## src/rtl/uart_cal_pkg.sv

```systemverilog
// ============================================================================
// Module : uart_cal_pkg
// Brief  : Shared ASCII constants, opcode encodings and decoder FSM states
// Rev    : 1.0  initial release
// ============================================================================
`default_nettype none

package uart_cal_pkg;

    localparam logic [7:0] SPACE   = 8'h20;
    localparam logic [7:0] ASCII_I = 8'h49;
    localparam logic [7:0] EQUAL   = 8'h3D;
    localparam logic [7:0] PLUS    = 8'h2B;
    localparam logic [7:0] MINUS   = 8'h2D;
    localparam logic [7:0] MUL     = 8'h2A;
    localparam logic [7:0] DIV     = 8'h2F;

    typedef enum logic [1:0] {
        OP_ADD = 2'd0,
        OP_SUB = 2'd1,
        OP_MUL = 2'd2,
        OP_DIV = 2'd3
    } op_e;

    typedef logic [2:0] dec_state_t;
    localparam dec_state_t ST_IDLE  = 3'd0;
    localparam dec_state_t ST_DATA1 = 3'd1;
    localparam dec_state_t ST_OPER  = 3'd2;
    localparam dec_state_t ST_DATA2 = 3'd3;
    localparam dec_state_t ST_EQ    = 3'd4;

    function automatic logic is_op(input logic [7:0] b);
        return (b == PLUS) || (b == MINUS) || (b == MUL) || (b == DIV);
    endfunction

    function automatic logic [1:0] op_encode(input logic [7:0] b);
        logic [1:0] r;
        case (b)
            MINUS:   r = OP_SUB;
            MUL:     r = OP_MUL;
            DIV:     r = OP_DIV;
            default: r = OP_ADD;
        endcase
        return r;
    endfunction

endpackage

`default_nettype wire

```

## src/rtl/uart_cmd_decoder_ascii2hex.sv

```systemverilog
// ============================================================================
// Module : ascii2hex
// Brief  : Combinational ASCII to hex-nibble converter; LOWERCASE_HEX_EN
//          additionally accepts 'a'-'f'.
// Rev    : 1.0  initial release
// ============================================================================
`default_nettype none

module ascii2hex (
    input  logic [7:0] ascii_i,
    output logic       is_hex_o,
    output logic [3:0] nibble_o
);

    always_comb begin
        is_hex_o = 1'b0;
        nibble_o = 4'h0;
        if (ascii_i >= 8'h30 && ascii_i <= 8'h39) begin
            is_hex_o = 1'b1;
            nibble_o = ascii_i[3:0];
        end else if (ascii_i >= 8'h41 && ascii_i <= 8'h46) begin
            // 'A' has low nibble 1, so +9 maps it to 10
            is_hex_o = 1'b1;
            nibble_o = ascii_i[3:0] + 4'd9;
        end
`ifdef LOWERCASE_HEX_EN
        else if (ascii_i >= 8'h61 && ascii_i <= 8'h66) begin
            is_hex_o = 1'b1;
            nibble_o = ascii_i[3:0] + 4'd9;
        end
`else
        else begin
            is_hex_o = 1'b0;
        end
`endif
    end

endmodule

`default_nettype wire

```

## src/rtl/uart_cmd_decoder.sv

```systemverilog
// ============================================================================
// Module : uart_cmd_decoder
// Brief  : Parses "I hhhh op hhhh =" ASCII frames into two operands and an
//          opcode. Optional macro LOWERCASE_HEX_EN accepts 'a'-'f' digits.
// Rev    : 1.0  initial release
// ============================================================================
`default_nettype none

module uart_cmd_decoder
    import uart_cal_pkg::*;
#(
    parameter int DIGITS = 4,
    parameter int SRC_W  = 16
) (
    input  logic             clk,
    input  logic             n_rst,
    input  logic [7:0]       rx_data,
    input  logic             rx_valid,
    output logic [SRC_W-1:0] src1,
    output logic [SRC_W-1:0] src2,
    output logic [1:0]       op,
    output logic             dec_valid,
    output logic             dec_err
);

    localparam int CNT_W = $clog2(DIGITS + 1);

    dec_state_t       state_q, state_d;
    logic [CNT_W-1:0] cnt_q, cnt_d;
    logic [SRC_W-1:0] sh1_q, sh1_d;
    logic [SRC_W-1:0] sh2_q, sh2_d;
    logic [1:0]       op_sh_q, op_sh_d;
    logic [SRC_W-1:0] src1_q, src1_d;
    logic [SRC_W-1:0] src2_q, src2_d;
    logic [1:0]       op_q, op_d;
    logic             valid_q, valid_d;
    logic             err_q, err_d;

    logic             is_hex;
    logic [3:0]       nibble;
    logic             byte_act;
    logic             last_digit;

    ascii2hex u_ascii2hex (
        .ascii_i  (rx_data),
        .is_hex_o (is_hex),
        .nibble_o (nibble)
    );

    assign byte_act   = rx_valid && (rx_data != SPACE);
    assign last_digit = (cnt_q == CNT_W'(DIGITS - 1));

    always_ff @(posedge clk or negedge n_rst) begin
        if (!n_rst) begin
            state_q <= ST_IDLE;
        end else begin
            state_q <= state_d;
        end
    end

    always_comb begin
        state_d = state_q;
        if (byte_act) begin
            if (rx_data == ASCII_I) begin
                state_d = ST_DATA1;
            end else begin
                case (state_q)
                    ST_IDLE:  state_d = ST_IDLE;
                    ST_DATA1: state_d = !is_hex ? ST_IDLE : (last_digit ? ST_OPER : ST_DATA1);
                    ST_OPER:  state_d = is_op(rx_data) ? ST_DATA2 : ST_IDLE;
                    ST_DATA2: state_d = !is_hex ? ST_IDLE : (last_digit ? ST_EQ : ST_DATA2);
                    default:  state_d = ST_IDLE;
                endcase
            end
        end
    end

    // Datapath and pulse outputs; src/op move only on a completed frame
    always_comb begin
        cnt_d   = cnt_q;
        sh1_d   = sh1_q;
        sh2_d   = sh2_q;
        op_sh_d = op_sh_q;
        src1_d  = src1_q;
        src2_d  = src2_q;
        op_d    = op_q;
        valid_d = 1'b0;
        err_d   = 1'b0;
        if (byte_act) begin
            if (rx_data == ASCII_I) begin
                cnt_d   = '0;
                sh1_d   = '0;
                sh2_d   = '0;
                op_sh_d = '0;
            end else begin
                case (state_q)
                    ST_DATA1: begin
                        if (is_hex) begin
                            sh1_d = {sh1_q[SRC_W-5:0], nibble};
                            cnt_d = last_digit ? '0 : cnt_q + CNT_W'(1);
                        end else begin
                            err_d = 1'b1;
                        end
                    end
                    ST_OPER: begin
                        if (is_op(rx_data)) begin
                            op_sh_d = op_encode(rx_data);
                        end else begin
                            err_d = 1'b1;
                        end
                    end
                    ST_DATA2: begin
                        if (is_hex) begin
                            sh2_d = {sh2_q[SRC_W-5:0], nibble};
                            cnt_d = last_digit ? '0 : cnt_q + CNT_W'(1);
                        end else begin
                            err_d = 1'b1;
                        end
                    end
                    ST_EQ: begin
                        if (rx_data == EQUAL) begin
                            src1_d  = sh1_q;
                            src2_d  = sh2_q;
                            op_d    = op_sh_q;
                            valid_d = 1'b1;
                        end else begin
                            err_d = 1'b1;
                        end
                    end
                    default: begin
                        err_d = 1'b0;
                    end
                endcase
            end
        end
    end

    always_ff @(posedge clk or negedge n_rst) begin
        if (!n_rst) begin
            cnt_q   <= '0;
            sh1_q   <= '0;
            sh2_q   <= '0;
            op_sh_q <= '0;
            src1_q  <= '0;
            src2_q  <= '0;
            op_q    <= '0;
            valid_q <= 1'b0;
            err_q   <= 1'b0;
        end else begin
            cnt_q   <= cnt_d;
            sh1_q   <= sh1_d;
            sh2_q   <= sh2_d;
            op_sh_q <= op_sh_d;
            src1_q  <= src1_d;
            src2_q  <= src2_d;
            op_q    <= op_d;
            valid_q <= valid_d;
            err_q   <= err_d;
        end
    end

    assign src1      = src1_q;
    assign src2      = src2_q;
    assign op        = op_q;
    assign dec_valid = valid_q;
    assign dec_err   = err_q;

endmodule

`default_nettype wire

```

## config.mk

```make
export PLATFORM = sky130hd
export DESIGN_NAME = uart_cmd_decoder
export DESIGN_NICKNAME = d
export VERILOG_FILES = /design/src/rtl/uart_cal_pkg.sv /design/src/rtl/uart_cmd_decoder_ascii2hex.sv /design/src/rtl/uart_cmd_decoder.sv
export SDC_FILE = /design/constraint.sdc
export NUM_CORES = 1
export LEC_CHECK = 0
export CAP_MARGIN = 10
export CORE_UTILIZATION = 55
export CTS_CLUSTER_DIAMETER = 120
export DETAILED_ROUTE_END_ITERATION = 10
export PLACE_DENSITY = 0.77
export SYNTH_ARGS = -nofsm -noshare
export SYNTH_HDL_FRONTEND = slang
export SYNTH_SLANG_ARGS = --single-unit
```

## constraint.sdc

```tcl
create_clock -name clk -period 2.2 [get_ports clk]
set_input_delay 0.44 -clock clk [delete_from_list [all_inputs] [get_ports clk]]
set_output_delay 0.44 -clock clk [all_outputs]
set_load 0.005 [all_outputs]
```

Word level (Yosys, flattened, before mapping)

Cells that the tools add are included.

$add $sub $neg: 2
Order comparisons: 4
Equal/unequal tests: 12
Multiplexer cells: 35
Bitwise operators: 1
Reduce and logical (&&, ||, !) cells: 18

Operator list:

| operator            | number |
|---|---|
| $mux 16             | 6 |
| $eq 8x6->1 const B  | 5 |
| $mux 3              | 7 |
| $mux 2              | 6 |
| $reduce_and 3->1    | 4 |
| $reduce_bool 2->1   | 6 |
| $mux 1              | 11 |
| $eq 3x2->1 const B  | 3 |
| $pmux 3 s3          | 1 |
| $eq 8x7->1 const B  | 1 |
| $ge 8x6->1 const B  | 1 |
| $ge 8x7->1 const B  | 1 |
| $le 8x6->1 const B  | 1 |
| $le 8x7->1 const B  | 1 |
| $mux 4              | 2 |
| $ne 8x6->1 const B  | 1 |
| $pmux 2 s3          | 1 |
| $add 4x4->4 const B | 1 |
| $reduce_and 4->1    | 1 |
| $add 3x1->3 const B | 1 |
| $eq 3x1->1 const B  | 1 |
| $eq 3x3->1 const B  | 1 |
| $logic_and 1x1->1   | 3 |
| $logic_or 1x1->1    | 3 |
| 3 further kinds     | 3 |

Bits in registers: 76
Input bits: 11
Output and inout port bits: 36

Depth between registers and ports, before layout

Gate-level depths: netlist (run 1).

Depth in word-level cells: 8
Depth in mapped cells: 8

Hierarchy

Synthesis (run 1) repeated with hierarchy kept, for this count alone.

Cells, all modules: 315
Area total of the unflattened synthesis: 3,460.8 um^2

Modules (own cells, without submodules):

| module           | instances | cells an instance | area each (um^2) | seq. area each (um^2) |
|---|---|---|---|---|
| uart_cmd_decoder | 1         | 291               | 3,289.4          | 1,901.8 |
| ascii2hex        | 1         | 24                | 171.4            | 0.0 |

Least setup slack after synthesis (run 1)

OpenSTA, ideal clock, no wires.

Kind: in2reg
Start: in rx_data[7]
End: reg src1_q[0], in the netlist src1[0]
Setup time: 125 ps
Data arrival time: 2,097 ps
Required time: 2,075 ps
Slack: -22 ps
Stages on the path: 6
Path buffers: 2
Cells stage by stage: or4b_4 nor3_1 or4_1 buf_4 buf_6 mux2_2

Word-level cells in the longest chain between the ends: 3

Ends and longest elaborated chain:

| element                                        | line                                           | source |
|---|---|---|
| start: declaration                             | uart_cmd_decoder.sv:17                         | `input logic [7:0] rx_data,` |
| $ne 8x6->1 or $eq 8x7->1 (tied branches)       | uart_cmd_decoder.sv:50, uart_cmd_decoder.sv:90 |  |
| $logic_and 1x1->1 or $not 1->1 (tied branches) | -                                              |  |
| $reduce_and 4->1 (no source line) *            | -                                              |  |
| end signal: assignment                         | uart_cmd_decoder.sv:154                        | `src1_q <= src1_d;` |
| end: declaration                               | uart_cmd_decoder.sv:33                         | `logic [SRC_W-1:0] src1_q, src1_d;` |

Mark *: on every way between the ends. The rest lies on a longest branch, timed or not.
A chain may end at the register's enable or synchronous reset.

Final worst setup path (run 1)

Start: in rx_data[2]
End: reg src1_q[11], in the netlist src1[11]

Same word-level chain as after synthesis.

==> results of run 1 <==
flip-flops by register name (all words and copies together) (netlist names):
name / flops
sh1_q: 16
cnt_q: 3
dec_valid: 1
src1: 16
op_sh_q: 2
dec_err: 1
op: 2
sh2_q: 16
src2: 16
state_q: 3
logic make-up after synthesis:
| group | Yosys count | synth area share |
|---|---|---|
| simple gates | 73 | 0.110 |
| buf+inv | 44 | 0.0616 |
| compound gates | 27 | 0.0609 |
| mux | 69 | 0.208 |
| fa+ha+maj | 6 | 0.0213 |
| flops | 76 | 0.538 |
routing by layer:
metal / global-route usage / vias to the layer above / part of all wire
met5: 0 / - / 0
met4: 0.121 / 0 / 0.022
li1: - / 1197 / -
met2: 0.373 / 74 / 0.49
met3: 0.0527 / 13 / 0.039
met1: 0.308 / 1229 / 0.45
timing repair:
action	4_1_cts	5_1_grt
gates cloned	0	4
resized for setup	2	21
setup endpoints to repair	23	69
pin swaps	0	3
synthesized netlist by cell type (all sizes together) (3+ instances only):
master	instances
inv	30
dfrtp	76
a21oi	3
mux2i	34
nand4	3
o21ai	3
nor3	3
a31oi	4
buf	8
ha	6
clkbuf	6
or3	3
nor2b	3
nand2	36
nand2b	3
mux2	35
nor2	8
how the worst min path moves through the flow:
stage / end / cells past startpoint
2_1_floorplan: cnt_q[0]$_DFFE_PN0P_ / 0
3_3_place_gp: src1[8]$_DFFE_PN0P_ / 1
3_5_place_dp: src1[4]$_DFFE_PN0P_ / 1
4_1_cts: src1[0]$_DFFE_PN0P_ / 1
5_1_grt: src1[13]$_DFFE_PN0P_ / 1
6_report: src1[4]$_DFFE_PN0P_ / 1
cell type report:
type / instances / share of cell area
Clock buffer: 11 / 0.0323
Tap cell: 75 / 0.0200
Sequential cell: 76 / 0.406
Inverter: 30 / 0.0240
Timing Repair Buffer: 89 / 0.196
Multi-Input combinational cell: 175 / 0.309
Clock inverter: 5 / 0.0126
where the power goes:
| group | leakage [nW] | total (mW) | switching, mW | internal, mW |
|---|---|---|---|---|
| clock | 0.102 | 1.12 | 0.529 | 0.588 |
| combinational | 1.33 | 0.164 | 0.0899 | 0.0742 |
| sequential | 1.04 | 1.41 | 0.00763 | 1.41 |
| total | 2.47 | 2.69 | 0.626 | 2.07 |
stage by stage:
step           hold WS [ps]   util  instances  cell area, um^2
2_1_floorplan           144      -        295             3540
3_3_place_gp            467  0.712        441             4310
3_5_place_dp            472  0.712        441             4310
4_1_cts                87.2  0.748        457             4530
5_1_grt                 112  0.773        461             4690
6_report               75.6  0.773        461             4690
==> run metrics, run 1 <==
P&R area growth vs syn 32.7%; HPWL after DPL 4.93 mm; Place WS -435 ps; cell count after synthesis 295; total global routing track utilization 0.237; Critical Path Fanout Max 6; Rows 28; syn nets 312; filler cell count 381; IO buf count 46; FF+latch area 1900 um^2; peak supply drop 0.482 mV; reg2reg end src1[11]$_DFFE_PN0P_; CTS Sinks 76; MaxCap Viol Count 0; Num CTS Buffers 9; cts hold-fix bufs 0; setup TNS 0 ps; DR WL/cell 16.3 um; Worst Skew 6.36 ps; critical path arrival 2400 ps; final hold vios 0; initial antenna violation count 0; post-synth top area share 0.538; Worst path depth 6; crit path to src1[11]$_DFFE_PN0P_; initial core utilization 0.583; Slew HR 0.628; routed vias 2513; max-slew violations 0; Vias per Instance 5.45; mapped cell area 3530 um^2; slack of the worst reg-to-reg path 300 ps; clk slew on worst S/H paths 80 ps; Worst-Margin Slew 558 ps; FF-to-FF Start state_q[0]$_DFFE_PN0P_; commonest non-fill, non-tap cell in the layout dfrtp_1; most frequent cells in the layout dfrtp_1, clkdlybuf4s50_1, nand2_1; Crit Path Class input pin to flop; P_leak 2.47 nW; outcome complete, no violations; DRT Wirelength 7.54 mm; Worst setup SP type input pin; Die Wd 82.1 um; R2R depth 5; share of layout cells above drive strength 1 0.290; Ys Warns 0; first-pass GRT wire length 11.6 mm; Root Driver clkbuf_8; max frequency 462 MHz; number of synthesized flops with an enable pin 0; Die Span Y 82.1 um; DRT antenna net count 0; overall power 2.69 mW; Iteration-0 DRC Markers 150; largest area contributor in the netlist dfrtp_1; vias in the first global route 2453; Post-CTS Setup Inserts 0; period utilization 0.983; final setup fails 0; Pwr per Cell Area 575 nW/um^2; gpl congestion 0.874; post-route worst setup slack 37.1 ps; most area-consuming cells after synthesis dfrtp_1, mux2_2, mux2i_1; First-pass DRT Iterations 4; core box area 6060 um^2; n_diodes 0; ys flop type dfrtp_1; CTS tree done; Die ar. 6750 um^2; CP bufs+invs 2; Async SR Flop Fraction 1.00; Top delay family on crit path simple AND/OR/NAND/NOR gates; Avg Synthesized Cell Area 12.0 um^2; crit-path cells clkdlybuf4s50_1 > nor2_1 > a31o_2 > or4_4 > clkbuf_16 > mux2_2; Critical Path Sink Type flop; sequential share of the synthesized area 0.538; CP startpoint rx_data[2]; largest net degree at the start of global routing 43; Worst-Skew Late Latency 350 ps; CP max stage delay 640 ps; GRT overflow 0; Layout Nets 398; minimum clock period 2160 ps; CP max stage cell or4_4; Seq cells post-synth 76; Worst Path Required 2440 ps; # DRC 0; worst min path class input pin to async pin; htree depth 3; Distinct cells, synth 44; io pins 47; Clock Path Buffers 2; area of the multi-input gates 1450 um^2
(Power assumes the default switching activity.)
==> run 2, diff against run 1 <==
--- a/config.mk
+++ b/config.mk
@@ -5,11 +5,13 @@
 export SDC_FILE = /design/constraint.sdc
 export NUM_CORES = 1
 export LEC_CHECK = 0
+export ABC_AREA = 1
 export CAP_MARGIN = 10
 export CORE_UTILIZATION = 55
 export CTS_CLUSTER_DIAMETER = 120
 export DETAILED_ROUTE_END_ITERATION = 10
-export PLACE_DENSITY = 0.77
+export HOLD_SLACK_MARGIN = 0.05
+export PLACE_DENSITY = 0.76
 export SYNTH_ARGS = -nofsm -noshare
 export SYNTH_HDL_FRONTEND = slang
 export SYNTH_SLANG_ARGS = --single-unit
==> run 2 against run 1 <==
- non-clock buffer count fell by 7
- global-route usage rose by 1.2 points
- sequential power rose by 3%
- count of clock-buffer cells in the layout fell by 1
- via count rose by 27%
- wire length rose by 5.2%
- critical endpoint is now sh1_q[13]$_DFFE_PN0P_
- highest routed layer unchanged
==> run metrics, run 2 <==
initial antenna violation count 0; share of layout cells above drive strength 1 0.135; Pwr per Cell Area 635 nW/um^2; DRT Wirelength 7.93 mm; Final Non-Filler Cells 601; initial core utilization 0.572; DR WL/cell 13.2 um; most area-consuming cells after synthesis dfrtp_1, nand2_1, nand4_1; CTS tree done; Die Wd 83.5 um; largest area contributor in the netlist dfrtp_1; worst hold slack 475 ps; CP max stage delay 540 ps; post-synth top area share 0.521; post_cts resized 0; Worst-Skew Late Latency 340 ps; max-slew violations 0; period utilization 0.916; top-count cell post-synth nand2_1; HPWL after DPL 5.49 mm; first-pass GRT wire length 13.9 mm; clk slew on worst S/H paths 70 ps; vias in the first global route 3091; Seq cells post-synth 76; cell count after synthesis 448; critical path arrival 2300 ps; crit-path cells clkdlybuf4s50_1 > inv_1 > ha_1 > inv_1 > nand2_1 > nand2_1 > nand2_1 > nand2_1 > o211ai_2 > buf_4 > nand3_2 > buf_4 > nand2_1 > nand2_1; sequential share of the synthesized area 0.521; Worst Skew 4.35 ps; Top delay family on crit path buffers and inverters; Cell Area, Placed 4420 um^2; MaxCap Viol Count 0; P_leak 2.39 nW; ys flop type dfrtp_1; Avg Synthesized Cell Area 8.15 um^2; gpl congestion 0.932; Slew HR 0.740; peak supply drop 0.454 mV; Num CTS Buffers 9; core box area 6390 um^2; max frequency 496 MHz; n_diodes 0; Final Util 0.732; outcome complete, no violations; Clock Path Buffers 2; CP bufs+invs 5; Worst-Margin Slew 390 ps; routed vias 3196; Place WS -156 ps; Async SR Flop Fraction 1.00; Die Span Y 83.5 um; htree depth 3; cts hold-fix bufs 1; # DRC 0; DRT antenna net count 0; Critical Path Fanout Max 16; commonest non-fill, non-tap cell in the layout nand2_1; Vias per Instance 5.32; Critical Path Sink Type flop; final hold vios 0; Distinct cells, synth 29; total global routing track utilization 0.249; Post-synth top cells nand2_1, dfrtp_1, inv_1, nor2_1, nand4_1; P&R area growth vs syn 28.0%; Post-CTS Setup Inserts 0; CTS Sinks 76; filler cell count 509; largest net degree at the start of global routing 49; io pins 47; Ys Warns 0; CP most frequent cell nand2_1; RSZ-0062 raised after global routing no; Layout Nets 536; minimum clock period 2020 ps; CP max stage cell clkdlybuf4s50_1; post-route worst setup slack 184 ps; post-placement cell count 584; Worst setup SP type input pin; final setup fails 0; Die ar. 6970 um^2; IO buf count 46; First-pass DRT Iterations 4; GRT overflow 0; number of synthesized flops with an enable pin 0; worst min path class flop to flop; most frequent cells in the layout nand2_1, dfrtp_1, clkdlybuf4s50_1; Root Driver clkbuf_8; Crit Path Class input pin to flop; Iteration-0 DRC Markers 205; syn nets 465; mapped cell area 3650 um^2; post-route cell area 4670 um^2; Rows 29; Worst Path Required 2480 ps
[run 2: logic make-up after synthesis]
group,after synthesis,synth area share
xor gates and xnor gates,1,0.00240
DFF,76,0.521
adders and majority gates,6,0.0206
AOI/OAI and AO/OA,44,0.0740
and+or+nand+nor,251,0.300
buffers and inverters,70,0.0826
[run 2: routing by layer]
layer / up-vias / global-route usage / wire length (um)
met5: - / 0 / 0
met4: 0 / 0.0940 / 162
met3: 16 / 0.0613 / 421
met2: 96 / 0.418 / 3880
met1: 1509 / 0.314 / 3460
li1: 1575 / - / -
[run 2: area by class of cell]
cell class	instances	area, um^2	share of cell area
clock buffers	10	128	0.0273
inverters	48	180	0.0386
well taps	77	96.3	0.0206
repair buffers	82	806	0.172
clock inverters	6	113	0.0241
multi-input cells	302	1450	0.310
flip-flops and latches	76	1900	0.407
[run 2: worst min-delay path, stage by stage (launching register included)]
cell     delay (ps)
dfrtp_1         350
nand2_1          50
nand2_1          40
[run 2: worst paths after layout]
kind / start / end / slack, ps / depth (start not counted)
min in group asynchronous: n_rst / src1[8]$_DFFE_PN0P_ / 560 / 2
max in group asynchronous: n_rst / src2[0]$_DFFE_PN0P_ / 1080 / 3
worst max register to register: state_q[2]$_DFFE_PN0P_ / sh1_q[13]$_DFFE_PN0P_ / 780 / 7
worst min-delay path: sh1_q[7]$_DFFE_PN0P_ / sh1_q[7]$_DFFE_PN0P_ / 480 / 2
worst min register to register: sh1_q[7]$_DFFE_PN0P_ / sh1_q[7]$_DFFE_PN0P_ / 480 / 2
worst max-delay path: rx_data[0] / sh1_q[13]$_DFFE_PN0P_ / 180 / 14
[run 2: stage by stage]
step / total power, mW / TNS, ps
final: 2.97 / 0
after global routing: 3.09 / 0
after CTS: 2.99 / 0
after detailed placement: 1.73 / -8010
after global placement: 1.72 / -3780
after floorplan: 1.61 / 0
[run 2: where the power goes]
part / internal, mW / switching, mW
Sequential: 1.43 / 0.0234
Clock: 0.756 / 0.508
Combinational: 0.0995 / 0.152
